$ cat config.mk
export PLATFORM = sky130hd
export DESIGN_NAME = echo_measure_flat
export DESIGN_NICKNAME = d
export VERILOG_FILES = /design/src/rtl/echo_measure_if.sv /design/src/rtl/echo_measure.sv /design/src/flat_wrapper.sv
export SDC_FILE = /design/constraint.sdc
export NUM_CORES = 1
export LEC_CHECK = 0
export ABC_AREA = 1
export BUFFER_PORTS_ARGS = -buffer_cell sky130_fd_sc_hd__buf_4
export CAP_MARGIN = 20
export CORE_MARGIN = 4
export CORE_UTILIZATION = 65
export CTS_BUF_LIST = sky130_fd_sc_hd__clkbuf_4
export CTS_CLUSTER_DIAMETER = 30
export DETAILED_ROUTE_END_ITERATION = 16
export HOLD_SLACK_MARGIN = 0.06
export PLACE_DENSITY = 0.84
export SLEW_MARGIN = 40
export SYNTH_ARGS = -nofsm -noshare
export SYNTH_HDL_FRONTEND = slang
export SYNTH_SLANG_ARGS = --single-unit
$ cat constraint.sdc
create_clock -name clk -period 11.33 [get_ports clk]
set_clock_uncertainty 0.1 [all_clocks]
set_input_delay 1.6995 -clock clk [delete_from_list [all_inputs] [get_ports clk]]
set_output_delay 1.6995 -clock clk [all_outputs]
set_load 0.05 [all_outputs]
$ cat src/rtl/echo_measure_if.sv
// Result/handshake bundle between the TRIG generator, the ECHO pin and the
// distance consumer.
interface echo_measure_if;
    logic        trig;
    logic        echo;
    logic [15:0] dist_mm;
    logic        dist_valid;
    logic        timeout;
    logic        busy;

    modport master (
        output trig, echo,
        input  dist_mm, dist_valid, timeout, busy
    );

    modport slave (
        input  trig, echo,
        output dist_mm, dist_valid, timeout, busy
    );
endinterface

$ cat src/rtl/echo_measure.sv
// Times the ultrasonic ECHO high pulse after a TRIG falling edge and converts
// it to millimetres with a serial restoring divider.
module echo_measure #(
    parameter int unsigned CLK_PER_US      = 12,
    parameter int unsigned WAIT_TIMEOUT_US = 2000,
    parameter int unsigned ECHO_TIMEOUT_US = 30000,
    parameter int unsigned MM_NUM          = 17,
    parameter int unsigned MM_DEN          = 100
) (
    input logic           clk,
    input logic           rst,
    echo_measure_if.slave bus
);

    localparam int unsigned PreW     = (CLK_PER_US > 1) ? $clog2(CLK_PER_US) : 1;
    localparam logic [PreW-1:0] PreMax = PreW'(CLK_PER_US - 1);
    localparam logic [4:0]  LastStep = 5'd19;

    localparam logic [2:0] StIdle    = 3'd0;
    localparam logic [2:0] StWait    = 3'd1;
    localparam logic [2:0] StMeasure = 3'd2;
    localparam logic [2:0] StCalc    = 3'd3;
    localparam logic [2:0] StDone    = 3'd4;

    logic [2:0]      state_q, state_d;
    logic            echo_meta_q, echo_s_q, echo_d_q, trig_d_q;
    logic [PreW-1:0] pre_q, pre_d;
    logic [14:0]     us_cnt_q, us_cnt_d;
    logic [19:0]     quot_q, quot_d;
    logic [7:0]      rem_q, rem_d;
    logic [4:0]      iter_q, iter_d;
    logic [15:0]     dist_q, dist_d;
    logic            valid_q, valid_d;
    logic            timeout_q, timeout_d;

    logic        rise, fall, arm, us_tick;
    logic [14:0] us_next;
    logic [8:0]  trial;
    logic        trial_ge;

    assign rise     = echo_s_q & ~echo_d_q;
    assign fall     = ~echo_s_q & echo_d_q;
    assign arm      = trig_d_q & ~bus.trig;
    assign us_tick  = (pre_q == PreMax);
    // Count including a tick landing on this edge, so a fall on the tick
    // still credits the completed microsecond.
    assign us_next  = us_cnt_q + 15'(us_tick);
    assign trial    = {rem_q, quot_q[19]};
    assign trial_ge = (trial >= 9'(MM_DEN));

    always_comb begin
        state_d   = state_q;
        pre_d     = pre_q;
        us_cnt_d  = us_cnt_q;
        quot_d    = quot_q;
        rem_d     = rem_q;
        iter_d    = iter_q;
        dist_d    = dist_q;
        valid_d   = 1'b0;
        timeout_d = 1'b0;
        unique case (state_q)
            StIdle: begin
                if (arm) begin
                    state_d  = StWait;
                    pre_d    = '0;
                    us_cnt_d = '0;
                end
            end
            StWait: begin
                pre_d    = us_tick ? '0 : pre_q + 1'b1;
                us_cnt_d = us_next;
                if (rise) begin
                    state_d  = StMeasure;
                    pre_d    = '0;
                    us_cnt_d = '0;
                end else if (us_tick && us_next == 15'(WAIT_TIMEOUT_US)) begin
                    timeout_d = 1'b1;
                    state_d   = StIdle;
                end
            end
            StMeasure: begin
                pre_d    = us_tick ? '0 : pre_q + 1'b1;
                us_cnt_d = us_next;
                if (fall) begin
                    state_d = StCalc;
                    quot_d  = 20'(32'(us_next) * MM_NUM);
                    rem_d   = '0;
                    iter_d  = '0;
                end else if (us_tick && us_next == 15'(ECHO_TIMEOUT_US)) begin
                    timeout_d = 1'b1;
                    state_d   = StIdle;
                end
            end
            StCalc: begin
                // Dividend shifts out of quot_q MSB-first as quotient bits shift in.
                rem_d  = trial_ge ? 8'(trial - 9'(MM_DEN)) : trial[7:0];
                quot_d = {quot_q[18:0], trial_ge};
                iter_d = iter_q + 1'b1;
                if (iter_q == LastStep) begin
                    state_d = StDone;
                end
            end
            StDone: begin
                dist_d  = quot_q[15:0];
                valid_d = 1'b1;
                state_d = StIdle;
            end
            default: state_d = StIdle;
        endcase
    end

    always_ff @(posedge clk) begin
        if (rst) begin
            state_q     <= StIdle;
            echo_meta_q <= 1'b0;
            echo_s_q    <= 1'b0;
            echo_d_q    <= 1'b0;
            trig_d_q    <= 1'b0;
            pre_q       <= '0;
            us_cnt_q    <= '0;
            quot_q      <= '0;
            rem_q       <= '0;
            iter_q      <= '0;
            dist_q      <= '0;
            valid_q     <= 1'b0;
            timeout_q   <= 1'b0;
        end else begin
            state_q     <= state_d;
            echo_meta_q <= bus.echo;
            echo_s_q    <= echo_meta_q;
            echo_d_q    <= echo_s_q;
            trig_d_q    <= bus.trig;
            pre_q       <= pre_d;
            us_cnt_q    <= us_cnt_d;
            quot_q      <= quot_d;
            rem_q       <= rem_d;
            iter_q      <= iter_d;
            dist_q      <= dist_d;
            valid_q     <= valid_d;
            timeout_q   <= timeout_d;
        end
    end

    assign bus.dist_mm    = dist_q;
    assign bus.dist_valid = valid_q;
    assign bus.timeout    = timeout_q;
    assign bus.busy       = (state_q != StIdle);

endmodule

$ cat src/flat_wrapper.sv
// flat-port wrapper written by rule: the top's interface ports become plain ports
module echo_measure_flat 
#(
    parameter int unsigned CLK_PER_US      = 12,
    parameter int unsigned WAIT_TIMEOUT_US = 2000,
    parameter int unsigned ECHO_TIMEOUT_US = 30000,
    parameter int unsigned MM_NUM          = 17,
    parameter int unsigned MM_DEN          = 100
)
  (clk, rst, bus_trig, bus_echo, bus_dist_mm, bus_dist_valid, bus_timeout, bus_busy);
  echo_measure_if bus_i ();
  input logic clk;
  input logic rst;
  input wire logic [$bits(bus_i.trig)-1:0] bus_trig;
  input wire logic [$bits(bus_i.echo)-1:0] bus_echo;
  output wire logic [$bits(bus_i.dist_mm)-1:0] bus_dist_mm;
  output wire logic [$bits(bus_i.dist_valid)-1:0] bus_dist_valid;
  output wire logic [$bits(bus_i.timeout)-1:0] bus_timeout;
  output wire logic [$bits(bus_i.busy)-1:0] bus_busy;
  assign bus_i.trig = bus_trig;
  assign bus_i.echo = bus_echo;
  assign bus_dist_mm = bus_i.dist_mm;
  assign bus_dist_valid = bus_i.dist_valid;
  assign bus_timeout = bus_i.timeout;
  assign bus_busy = bus_i.busy;
  echo_measure #(.CLK_PER_US(CLK_PER_US), .WAIT_TIMEOUT_US(WAIT_TIMEOUT_US), .ECHO_TIMEOUT_US(ECHO_TIMEOUT_US), .MM_NUM(MM_NUM), .MM_DEN(MM_DEN)) u_core (.clk(clk), .rst(rst), .bus(bus_i));
endmodule
Word-level counts from Yosys, hierarchy flattened
Cells that the tools add are included.
{"block": "classes", "n_eq_ne": 13, "n_div": 0, "bitwise": 6, "n_addsub": 4, "n_mux": 27, "n_mul": 1, "order_cmp": 1, "shift": 0, "reduce_logical": 9}
{"op": "$pmux 15 s3", "n": 1}
{"op": "$pmux 20 s2", "n": 1}
{"op": "$mux 15", "n": 2}
{"op": "$mul 15x5->20 const B", "n": 1}
{"op": "$mux 20", "n": 1}
{"op": "$mux 3", "n": 6}
{"op": "$mux 8", "n": 2}
{"op": "$pmux 8 s2", "n": 1}
{"op": "$add 15x1->15", "n": 1}
{"op": "$eq 15x11->1 const B", "n": 1}
{"op": "$eq 15x15->1 const B", "n": 1}
{"op": "$mux 4", "n": 3}
{"op": "$pmux 3 s4", "n": 1}
{"op": "$pmux 4 s3", "n": 1}
{"op": "$pmux 5 s2", "n": 1}
{"op": "$ge 9x7->1 const B", "n": 1}
{"op": "$sub 8x7->8 const B", "n": 1}
{"op": "$eq 3x2->1 const B", "n": 2}
{"op": "$ne 2x1->1 const B", "n": 3}
{"op": "$ne 3x1->1 const B", "n": 2}
{"op": "$reduce_bool 3->1", "n": 2}
{"op": "$add 5x1->5 const B", "n": 1}
{"op": "$eq 5x5->1 const B", "n": 1}
{"op": "$mux 1", "n": 5}
{"op": "other kinds (13)", "n": 19}
{"block": "totals", "inputBits": 4, "reg_bits": 77, "latchBits": 0, "mem_bits_ro": 0, "ram_bits": 0, "memories": 0}

Logic depth before layout (Yosys ltp)
{"block": "depth", "ltp_word": 7, "ltp_mapped": 24, "depth_no_buf": 24}

Worst setup path after synthesis
Ideal clock, no wire load.
{"block": "synth_timing", "path_type": "register to register", "startpoint": "register u_core.pre_q[0]", "endpoint": "register u_core.quot_q[17]", "path_stages_with_launch": 23, "setup_ns": 0.132, "arrival_time_ns": 3.338, "required_ns": 11.098, "setup_slack_ns": 7.760, "cell_sequence": "dfxtp_1 ha_1 nand2_1 nor2_1 ha_1 nand3_2 nor2_4 nand2_1 nand2_1 nand2_2 ha_1 inv_1 fa_1 inv_1 a21oi_1 o21ai_0 nand2_1 nand2_1 nand3_1 o21ai_1 nand2_1 nand3_1 a21oi_1"}
{"block": "synth_via", "elab_chain_cells": 5}
{"item": "start: declaration", "line_no": "echo_measure.sv:27", "source": "logic [PreW-1:0] pre_q, pre_d;"}
{"item": "start signal: assignment", "line_no": "echo_measure.sv:133", "source": "pre_q <= pre_d;"}
{"item": "$eq 4x4->1", "line_no": "echo_measure.sv:44", "source": "assign us_tick = (pre_q == PreMax);"}
{"item": "$add 15x1->15", "line_no": "echo_measure.sv:47", "source": "assign us_next = us_cnt_q + 15'(us_tick);"}
{"item": "$mul 15x5->20", "line_no": "echo_measure.sv:86", "source": "quot_d = 20'(32'(us_next) * MM_NUM);"}
{"item": "$mux 20", "line_no": "echo_measure.sv:84", "source": "if (fall) begin"}
{"item": "$pmux 20 s2", "line_no": "echo_measure.sv:61", "source": "unique case (state_q)"}
{"item": "end signal: assignment", "line_no": "echo_measure.sv:135", "source": "quot_q <= quot_d;"}
{"item": "end: declaration", "line_no": "echo_measure.sv:29", "source": "logic [19:0] quot_q, quot_d;"}
Every way passes these cells. The select of a mux whose other input is x is not followed.
A chain may end at the register's enable or synchronous reset.

Worst setup path in the final report
{"block": "layout_timing", "startpoint": "register u_core.pre_q[0]", "endpoint": "register u_core.quot_q[15]"}
The elaborated chain is that of the path after synthesis.

==> summary.md <==
| Metric | Value |
|---|---|
| Logic pwr share | `18.7%` |
| Cells on worst reg2reg path | `22` |
| Initial antenna violation count | `0` |
| CTS tree | `yes` |
| Pins Over Slew Limit | `0` |
| P per Cell Area | `approximately 120 nW/um^2` |
| Critical path class | `flip-flop to flip-flop` |
| Yosys warns | `0` |
| Most frequent cells in the layout | `171 x nand2_1, 77 x nor2_1, 77 x dfxtp_1` |
| Max_slew headroom | `54.8%` |
| Outcome | `finished clean` |
| Port Buffers | `22` |
| Leakage | `2.05 nW` |
| Htree depth | `3` |
| Post-CTS resize count | `0` |
| Post-CTS setup buffers | `0` |
| Area of the multi-input gates | `2560 um^2` |
| F_max | `approximately 240 MHz` |
| Core area | `6460 um^2` |
| FILL cells | `552` |
| Clk sink count | `77` |
| Register area share after synthesis | `34.9%` |
| CTS buffer count | `9` |
| Initial Util | `68.4%` |
| Design internal power | `0.000371 W` |
| Hold crit path type | `flip-flop to flip-flop` |
| Library cells used by synthesis | `44` |
| Ant diodes | `0` |
| Actual slew at the worst max-slew pin | `slightly below 0.7 ns` |
| Die Footprint | `8180 um^2` |
| Synth Instances | `around 650` |
| Final setup fails | `0` |
| Fraction of layout cells with a size suffix above 1 | `11.1%` |
| Number of global-route vias before repair | `3866` |
| Hold_buf cts | `0` |
| Crit path DAT | `between 4 and 5 ns` |
| Reg clk slew, reported paths | `0.12 ns` |
| Nets | `690` |
| Critical Path Start Type | `flip-flop` |
| Psw | `~0.00018 W` |
| Post-route setup TNS | `0 ns` |
| Seq pwr share | `51.0%` |
| Area grow syn2layout | `7.50%` |
| Post-DRT Antenna Nets | `0` |
| WHS Path Cells | `2` |
| Max-Cap Viols | `0` |
| Clk pwr share | `a little under a third` |
| Drt first pass iters | `5` |
| Io pins | `23` |
| #FFs+latches synth | `77` |
| First-pass GRT wire length | `17000 um` |
| Sw Ratio | `between 30% and 40%` |
| Reg area | `1540 um^2` |
| Via count | `between 4000 and 5000` |
| Post-layout min period | `roughly 4.2 ns` |
| Total GRT Usage | `24.9%` |
| Unrepaired setup endpoints after global routing | `no` |
| Synth Cell Area | `4420 um^2` |
| Setup crit end kind | `flip-flop` |
| Final Hold Violating Endpoints | `0` |
| Syn Area/Cell | `6.83 um^2` |
| WL/cell | `approximately 14 um` |
| CTS Buffer Depth | `2` |
| DRT iter0 DRCs | `335` |
| WP data required | `approximately 12 ns` |
| Post-DP HPWL | `7370 um` |
| Final worst setup slack | `7.12 ns` |
| Crit Path Max Fanout | `5` |
| CTS Root Cell | `clkbuf_4` |
| Die Ht | `a little over 90 um` |
| Via density per instance | `5.74` |
| Residual DRC | `0` |
| Clk_lat worst skew | `about 0.43 ns` |
| Fin crit share | `between 30% and 40%` |
| Largest net degree at the start of global routing | `55` |
| Max VDD drop | `0.155 mV` |
| Final WL | `10100 um` |
| Final GP Congestion | `0.907` |
| Global route overflow | `0` |
| DP Worst Slack | `7.24 ns` |
| Die width | `90.5 um` |
| Most common cell after layout, fill and taps aside | `nand2_1` |
| Post-Syn Nets | `676` |
| Row count | `29` |
[critical path: stages (launching register included)]
cell and delay (ns):
dfxtp_1 0.39, ha_1 0.21, nand2_1 0.06, nor2_1 0.25
ha_1 0.30, nand3_2 0.15, nor2_4 0.17, nand2_1 0.13
nand2_1 0.10, nand2_2 0.09, ha_1 0.33, inv_1 0.08
fa_1 0.46, inv_1 0.09, a21oi_1 0.07, o21ai_0 0.39
nand2_1 0.10, nand2_1 0.11, nand3_1 0.12, nand2_1 0.10
xor2_1 0.16, nand2_1 0.06, a31oi_1 0.14
[cell type report]
| class | count | share of cell area [%] |
|---|---|---|
| clock inverters | 6 | 1.32 |
| multi-input cells | 484 | 53.9 |
| flip-flops and latches | 77 | 32.4 |
| clock buffers | 10 | 1.58 |
| repair buffers | 22 | 3.48 |
| inverters | 67 | 5.29 |
| well taps | 77 | 2.03 |
[state kept, by name (all words and copies together), names as in the netlist]
| register | flops |
|---|---|
| u_core.rem_q | 8 |
| u_core.trig_d_q | 1 |
| u_core.echo_s_q | 1 |
| u_core.pre_q | 4 |
| u_core.quot_q | 20 |
| u_core.state_q | 3 |
| u_core.bus.timeout | 1 |
| u_core.echo_d_q | 1 |
| u_core.echo_meta_q | 1 |
| u_core.iter_q | 5 |
| u_core.us_cnt_q | 15 |
| u_core.bus.dist_valid | 1 |
| u_core.bus.dist_mm | 16 |
[stage by stage]
stage | cells | hold WS, ns | cell area (um^2) | total power (W) | util, %
5_1_grt | 743 | 0.354 | 4750 | 0.000578 | 73.6
4_1_cts | 743 | 0.321 | 4750 | 0.000555 | 73.6
2_1_floorplan | 647 | 0.288 | 4420 | 0.000365 | -
6_report | 743 | 0.317 | 4750 | 0.000552 | 73.6
3_3_place_gp | 727 | 0.297 | 4610 | 0.000386 | 71.4
3_5_place_dp | 727 | 0.301 | 4610 | 0.000390 | 71.4
[cell usage after synthesis]
library cell | instances | share of area (%)
inv_2 | 3 | 0.25
a311oi_1 | 1 | 0.20
nor3_4 | 1 | 0.37
a21boi_0 | 1 | 0.17
a31oi_1 | 17 | 2.4
nand2_1 | 171 | 15
a21o_1 | 1 | 0.17
nor2_4 | 4 | 1.0
o211ai_1 | 1 | 0.17
a211oi_1 | 1 | 0.17
a22oi_1 | 1 | 0.17
fa_1 | 1 | 0.45
buf_1 | 1 | 0.085
xnor2_1 | 3 | 0.59
nand3_2 | 2 | 0.45
inv_1 | 63 | 5.3
a21oi_1 | 54 | 6.1
buf_2 | 1 | 0.11
o21ai_2 | 1 | 0.20
dfxtp_1 | 77 | 35
xnor2_4 | 1 | 0.62
clkinv_1 | 1 | 0.085
o21ai_0 | 31 | 3.5
nor2_1 | 77 | 6.5
o21a_1 | 1 | 0.17
nand2_2 | 9 | 1.3
xor2_1 | 4 | 0.79
nor2_8 | 1 | 0.45
ha_1 | 24 | 6.8
o21bai_1 | 3 | 0.51
clkbuf_1 | 17 | 1.4
a2bb2oi_1 | 1 | 0.20
o21bai_2 | 1 | 0.25
nor3_1 | 7 | 0.79
o21ai_1 | 1 | 0.11
nand2_4 | 4 | 1.0
a22o_1 | 1 | 0.20
o221a_2 | 1 | 0.25
nand3_1 | 36 | 4.1
o22ai_1 | 2 | 0.28
nor2_2 | 7 | 0.99
a31o_2 | 1 | 0.20
nand4_1 | 10 | 1.4
nand3b_1 | 1 | 0.17
[power by group through the flow]
stage	combinational, W	sequential [W]	clock (W)
floorplan	0.0000745	0.000290	0
detailed placement	0.000102	0.000288	0
global placement	0.0000988	0.000287	0
CTS	0.000102	0.000282	0.000171
global route	0.000114	0.000283	0.000182
finish	0.000103	0.000282	0.000167
[per-layer routing]
metal	track usage, %	up-vias	part of all wire (%)	routed length, um
li1	-	2151	-	-
met1	31.0	1947	44	4470
met2	41.9	153	47	4760
met3	5.50	16	6.6	663
met4	9.44	0	1.6	163
met5	0	-	0	0
[final timing paths]
kind / from / end / slack [ns]
setup / recovery: u_core.pre_q[0] / u_core.quot_q[15] / 7.12
setup reg to reg: u_core.pre_q[0] / u_core.quot_q[15] / 7.12
hold reg to reg: u_core.echo_meta_q / u_core.echo_s_q / 0.32
hold / removal: u_core.echo_meta_q / u_core.echo_s_q / 0.32
[logic make-up (layout without fill, tap and decap cells)]
logic type      Yosys count  after routing  share of synthesized area, %
buf+inv                  86            105                          7.33
flops                    77             77                          34.9
xor+xnor                  8              8                          2.01
simple gates            330            330                          33.1
fa+ha+maj                25             25                          7.25
compound gates          121            121                          15.5
Note: power is estimated with default switching activity, not from simulation.
